**config.mk**
```make
export PLATFORM = sky130hd
export DESIGN_NAME = fft_input_loader_flat
export DESIGN_NICKNAME = d
export VERILOG_FILES = /design/src/rtl/fft_input_loader_if.sv /design/src/rtl/fft_input_loader.sv /design/src/flat_wrapper.sv
export SDC_FILE = /design/constraint.sdc
export NUM_CORES = 1
export LEC_CHECK = 0
export BUFFER_PORTS_ARGS = -buffer_cell sky130_fd_sc_hd__buf_2
export CAP_MARGIN = 30
export CORE_ASPECT_RATIO = 1.4
export CORE_MARGIN = 2
export CORE_UTILIZATION = 45
export CTS_BUF_LIST = sky130_fd_sc_hd__clkbuf_8
export CTS_CLUSTER_DIAMETER = 50
export CTS_CLUSTER_SIZE = 8
export DETAILED_ROUTE_END_ITERATION = 16
export PLACE_DENSITY = 0.78
export SYNTH_ARGS = -nofsm -noshare
export SYNTH_HDL_FRONTEND = slang
export SYNTH_SLANG_ARGS = --single-unit
```
**constraint.sdc**
```tcl
create_clock -name clk -period 2.1 [get_ports clk]
set_input_delay 0.21 -clock clk [delete_from_list [all_inputs] [get_ports clk]]
set_output_delay 0.21 -clock clk [all_outputs]
set_load 0.1 [all_outputs]
```
**src/rtl/fft_input_loader_if.sv**
```systemverilog
// Handshake and memory-load signal bundle for fft_input_loader.
// The master modport is the loader itself; slave is the surrounding system.
interface fft_input_loader_if #(
  parameter int N_LOG2 = 5,
  parameter int DATA_W = 64
);
  logic              s_valid;
  logic              s_ready;
  logic [DATA_W-1:0] s_data;
  logic              s_last;
  logic              mem_we;
  logic [N_LOG2-1:0] mem_addr;
  logic [DATA_W-1:0] mem_din;
  logic              start_fft;
  logic              fft_done;
  logic              busy;
  logic              frame_err;

  modport master (
    input  s_valid, s_data, s_last, fft_done,
    output s_ready, mem_we, mem_addr, mem_din, start_fft, busy, frame_err
  );

  modport slave (
    output s_valid, s_data, s_last, fft_done,
    input  s_ready, mem_we, mem_addr, mem_din, start_fft, busy, frame_err
  );
endinterface

```
**src/rtl/fft_input_loader.sv**
```systemverilog
// Loads one N-sample frame into the FFT memory in bit-reversed order, then starts the FFT.
// Optional FFT_LOADER_PRESCALE_EN: arithmetic right-shift of re/im by PRESHIFT before storing.
module fft_input_loader #(
  parameter int N_LOG2   = 5,
  parameter int DATA_W   = 64,
  parameter int PRESHIFT = 1
) (
  input logic                 clk,
  input logic                 rst,
  fft_input_loader_if.master  bus
);

  typedef enum logic [1:0] {
    LOAD  = 2'd0,
    START = 2'd1,
    WAIT  = 2'd2
  } state_t;

  localparam logic [N_LOG2-1:0] CNT_MAX = {N_LOG2{1'b1}};

  state_t              state_r;
  logic [N_LOG2-1:0]   cnt_r;
  logic                s_ready_r;
  logic                mem_we_r;
  logic [N_LOG2-1:0]   mem_addr_r;
  logic [DATA_W-1:0]   mem_din_r;
  logic                start_fft_r;
  logic                busy_r;
  logic                frame_err_r;
  logic                xfer_s;
  logic                last_beat_s;

  function automatic logic [N_LOG2-1:0] bitrev(input logic [N_LOG2-1:0] v);
    logic [N_LOG2-1:0] r;
    for (int i = 0; i < N_LOG2; i++) begin
      r[i] = v[N_LOG2-1-i];
    end
    return r;
  endfunction

  // Sign-extending shift keeps each half in two's complement, rounding toward -inf.
  function automatic logic [DATA_W-1:0] prescale(input logic [DATA_W-1:0] d);
    logic signed [DATA_W/2-1:0] re_v;
    logic signed [DATA_W/2-1:0] im_v;
    re_v = d[DATA_W-1:DATA_W/2];
    im_v = d[DATA_W/2-1:0];
    return {re_v >>> PRESHIFT, im_v >>> PRESHIFT};
  endfunction

  assign xfer_s      = bus.s_valid && s_ready_r && (state_r == LOAD);
  assign last_beat_s = (cnt_r == CNT_MAX);

  // Frame sequencing FSM with all outputs registered.
  always_ff @(posedge clk or posedge rst) begin
    if (rst) begin
      state_r     <= LOAD;
      cnt_r       <= '0;
      s_ready_r   <= 1'b0;
      mem_we_r    <= 1'b0;
      mem_addr_r  <= '0;
      mem_din_r   <= '0;
      start_fft_r <= 1'b0;
      busy_r      <= 1'b0;
      frame_err_r <= 1'b0;
    end else begin
      mem_we_r    <= 1'b0;
      start_fft_r <= 1'b0;
      frame_err_r <= 1'b0;
      case (state_r)
        LOAD: begin
          if (xfer_s) begin
            mem_we_r    <= 1'b1;
            mem_addr_r  <= bitrev(cnt_r);
`ifdef FFT_LOADER_PRESCALE_EN
            mem_din_r   <= prescale(bus.s_data);
`else
            mem_din_r   <= bus.s_data;
`endif
            busy_r      <= 1'b1;
            // s_last only flags misalignment; the frame length is fixed.
            frame_err_r <= bus.s_last ^ last_beat_s;
            if (last_beat_s) begin
              cnt_r       <= '0;
              state_r     <= START;
              start_fft_r <= 1'b1;
              s_ready_r   <= 1'b0;
            end else begin
              cnt_r       <= cnt_r + N_LOG2'(1);
              s_ready_r   <= 1'b1;
            end
          end else begin
            s_ready_r <= 1'b1;
          end
        end
        START: begin
          state_r   <= WAIT;
          s_ready_r <= 1'b0;
        end
        WAIT: begin
          if (bus.fft_done) begin
            state_r   <= LOAD;
            s_ready_r <= 1'b1;
            busy_r    <= 1'b0;
          end else begin
            s_ready_r <= 1'b0;
          end
        end
        default: begin
          state_r   <= LOAD;
          cnt_r     <= '0;
          s_ready_r <= 1'b0;
          busy_r    <= 1'b0;
        end
      endcase
    end
  end

  assign bus.s_ready   = s_ready_r;
  assign bus.mem_we    = mem_we_r;
  assign bus.mem_addr  = mem_addr_r;
  assign bus.mem_din   = mem_din_r;
  assign bus.start_fft = start_fft_r;
  assign bus.busy      = busy_r;
  assign bus.frame_err = frame_err_r;

endmodule

```
**src/flat_wrapper.sv**
```systemverilog
// flat-port wrapper written by rule: the top's interface ports become plain ports
module fft_input_loader_flat 
#(
  parameter int N_LOG2   = 5,
  parameter int DATA_W   = 64,
  parameter int PRESHIFT = 1
)
  (clk, rst, bus_s_valid, bus_s_data, bus_s_last, bus_fft_done, bus_s_ready, bus_mem_we, bus_mem_addr, bus_mem_din, bus_start_fft, bus_busy, bus_frame_err);
  fft_input_loader_if #(.N_LOG2(N_LOG2), .DATA_W(DATA_W)) bus_i ();
  input logic clk;
  input logic rst;
  input wire logic [$bits(bus_i.s_valid)-1:0] bus_s_valid;
  input wire logic [$bits(bus_i.s_data)-1:0] bus_s_data;
  input wire logic [$bits(bus_i.s_last)-1:0] bus_s_last;
  input wire logic [$bits(bus_i.fft_done)-1:0] bus_fft_done;
  output wire logic [$bits(bus_i.s_ready)-1:0] bus_s_ready;
  output wire logic [$bits(bus_i.mem_we)-1:0] bus_mem_we;
  output wire logic [$bits(bus_i.mem_addr)-1:0] bus_mem_addr;
  output wire logic [$bits(bus_i.mem_din)-1:0] bus_mem_din;
  output wire logic [$bits(bus_i.start_fft)-1:0] bus_start_fft;
  output wire logic [$bits(bus_i.busy)-1:0] bus_busy;
  output wire logic [$bits(bus_i.frame_err)-1:0] bus_frame_err;
  assign bus_i.s_valid = bus_s_valid;
  assign bus_i.s_data = bus_s_data;
  assign bus_i.s_last = bus_s_last;
  assign bus_i.fft_done = bus_fft_done;
  assign bus_s_ready = bus_i.s_ready;
  assign bus_mem_we = bus_i.mem_we;
  assign bus_mem_addr = bus_i.mem_addr;
  assign bus_mem_din = bus_i.mem_din;
  assign bus_start_fft = bus_i.start_fft;
  assign bus_busy = bus_i.busy;
  assign bus_frame_err = bus_i.frame_err;
  fft_input_loader #(.N_LOG2(N_LOG2), .DATA_W(DATA_W), .PRESHIFT(PRESHIFT)) u_core (.clk(clk), .rst(rst), .bus(bus_i));
endmodule
```
==> summary.txt <==
Timing
  – Setup repair after global routing missed its margin: no
  – Final number of setup-violating endpoints: 0
  – Max Slew Vio Count: 0
  – Slew of the pin with the lowest slew margin: between 600 and 700 ps
  – Post-layout min period: approximately 1900 ps
  – Worst slew margin relative to its limit: a little under three fifths
  – Fmax: between 0.5 and 0.6 GHz
  – Worst Skew: 7.93 ps
  – Period Utilization, post-route: between 80 and 90%
  – Number of failing hold endpoints at the final stage: 0
  – Setup TNS: 0 ps

Cells and area
  – Net count reported at finish: between 400 and 500
  – Relative area change from synthesis to final layout: 27.0%
  – Fillcell total: approximately 650
  – Antenna diode count: 0
  – Fraction of layout cells with a size suffix above 1: a little over three fifths
  – Highest-count cells in the layout ignoring fill and taps: buf_2, dfrtp_1, mux2_4, clkbuf_8, nand2_1
  – Most common cell after layout, fill and taps aside: buf_2

Clock network
  – Clock latency reported for the late side of the worst-skew pair: roughly 340 ps
  – Number of CTS-inserted buffers: 9
  – H-tree levels: 3
  – Total setup buffers inserted after CTS: 0
  – Number of gates resized after cts: 0
  – Maximum buffer depth of the clock tree: 2
  – Cell at the root of the clock tree: clkbuf_8
  – Clock slew at reported path FFs: approximately 80 ps
  – CTS Sinks: 81
  – Clock tree from TritonCTS: done

Die
  – Floorplan die area: roughly 8700 µm²
  – Core area: 7700 µm²
  – Effective utilization at floorplan: between 40 and 50%
  – # rows: 38
  – Die width: roughly 79 µm
  – Vertical die dimension: ~110 µm
  – # IOs: 143

Drt
  – Number of violations reported at the end of detailed-routing iteration 0: 100
  – Per-cell routed wire length: between 15 and 20 µm
  – Total number of vias: about 2200
  – Post-route antenna net violation count: 0
  – Post-Route WL: just over 7000 µm
  – Detailed Routing Iterations Pass 1: 4
  – DRC violations left: 0
  – Via density per instance: roughly 4.8

Critical path
  – Max FO, Critical Path: 6
  – Arrival time at the worst endpoint: approximately 2100 ps
  – Critical Setup Path Class: flip-flop to flip-flop
  – Category of the worst setup path launch point: flip-flop
  – Endpoint kind of the worst setup timing path: flip-flop
  – Data required time of the worst path: between 2000 and 2500 ps
  – Reg-to-reg startpoint: u_core.cnt_r[0]
  – Cells on worst reg2reg path: 6
  – Critical register-to-register path endpoint: u_core.state_r[1]
  – Origin of the worst setup path: u_core.cnt_r[0]
  – Worst reg-to-reg setup slack: approximately 220 ps

Synth
  – Cells after synthesis: ~210
  – Area of the mapped netlist: between 3000 and 4000 µm²
  – Distinct cell type count of the synthesized netlist: 32
  – Synthesized flop and latch total: approximately 80
  – Mean instance size in the synthesized netlist: between 15 and 20 µm²
  – Post-synthesis net count: around 290
  – Sequential-to-total area share from yosys stat: between 50 and 60%
  – Number of warnings reported in the yosys synthesis log: 0

GRT
  – GRT Util Overall: 17.1%
  – Global-route wire length before repair: 11200 µm
  – Grt total ovfl: 0
  – Number of antenna violations at the first check in global routing: 0
  – Largest net degree at the start of global routing: 52
  – Via count of the first global-routing pass: around 2300

Hold path
  – Cell count of the worst hold path: 2
  – Hold Path Origin: bus_s_data[54]
  – Hold WC Path Type: primary input to flip-flop
  – Endpoint of the worst hold-timing path: u_core.bus.mem_din[54]

Job
  – Number of violations of the max-capacitance limit: 0

Placement
  – Routability Congestion: between 0.7 and 0.8
  – DPL Wire Length: 5170 µm
  – Buffers on Ports: roughly 140

Outcome
  – Run status: completed
## final cells by class
class,instances,area (µm²),area share (%)
inverters,3,15.0,0.331
multi-input cells,117,1370,30.1
clock buffers,10,138,3.04
well taps,100,125,2.76
repair buffers,148,808,17.8
flip-flops and latches,81,2030,44.7
clock inverters,6,52.6,1.16
## Yosys cell counts
cell / n / area [µm²]
nor2b_1: 2 / 12.5
xor2_1: 1 / 8.76
nand2_1: 7 / 26.3
mux2_4: 67 / 1010
a21oi_1: 1 / 5.00
a21o_1: 1 / 7.51
and3_1: 3 / 18.8
mux2_2: 1 / 11.3
buf_2: 2 / 10.0
buf_12: 7 / 140
or3_1: 1 / 6.26
a22o_1: 1 / 8.76
nand4b_1: 1 / 8.76
ha_1: 6 / 75.1
o211ai_1: 1 / 7.51
nor3b_1: 1 / 7.51
nor4b_1: 1 / 8.76
mux2_1: 2 / 22.5
and3_4: 1 / 11.3
o22a_1: 1 / 8.76
nor3_1: 2 / 10.0
a32o_1: 1 / 10.0
o21ai_0: 2 / 10.0
buf_8: 1 / 15.0
o32a_1: 1 / 10.0
nor2_1: 3 / 11.3
inv_1: 3 / 11.3
a31o_2: 1 / 8.76
and2_1: 3 / 18.8
nand4_1: 1 / 6.26
dfrtp_1: 81 / 2030
nand3_1: 4 / 20.0
## state kept, by name, summed over array words and instances, names as in the netlist
signal / count
u_core.bus.busy: 1
u_core.bus.frame_err: 1
u_core.bus.mem_addr: 5
u_core.bus.mem_din: 64
u_core.bus.mem_we: 1
u_core.bus.s_ready: 1
u_core.bus.start_fft: 1
u_core.cnt_r: 5
u_core.state_r: 2
## metrics by stage
step	hold slack (ps)	setup WS, ps	instance area (µm²)	util [%]	instances
6_report	93.0	223	4530	58.8	465
2_1_floorplan	356	113	3570	-	211
5_1_grt	70.0	45.1	4530	58.8	465
3_3_place_gp	339	350	4330	56.2	448
3_5_place_dp	346	260	4330	56.2	448
4_1_cts	77.2	224	4530	58.8	465
## critical path: stages, from the launching register on
cell     delay [ps]
dfrtp_1         440
ha_1            220
and3_1          190
ha_1            260
nand3_1         130
a21oi_1         180
mux2_2          340
## repair_timing
action	CTS	global route
hold buffers	1	0
setup endpoints to repair	0	0
hold endpoints to repair	30	0
## cell families after synthesis
group	count (synthesis)	synth area share [%]
flip-flops	81	56.8
multiplexers	70	29.1
AND/OR/NAND/NOR	30	4.66
buffers and inverters	13	4.94
AO/OA/AOI/OAI	10	2.14
adder cells (fa/ha/maj)	6	2.10
XOR/XNOR	1	0.245
## metal layers
| layer | GRT usage [%] | up-vias | share of wire, % |
|---|---|---|---|
| li1 | - | 1039 | - |
| met1 | 21.1 | 1123 | 39 |
| met2 | 28.1 | 69 | 54 |
| met5 | 0 | - | 0 |
| met4 | 11.0 | 0 | 3.2 |
| met3 | 2.30 | 17 | 4.0 |
## worst max-delay path by stage
stage                     slack [ps]                      to  cells past startpoint
final                            220       u_core.state_r[1]                      6
after floorplan                  110  u_core.bus.mem_addr[2]                      4
after detailed placement         260       u_core.state_r[1]                      6
after global placement           350         u_core.cnt_r[3]                      6
after CTS                        220       u_core.state_r[1]                      6
after global routing              50       u_core.state_r[1]                      6
Power is left out: the tool's default activity adds up to more than one toggle a clock period on the data nets, which glitch-free logic cannot reach.
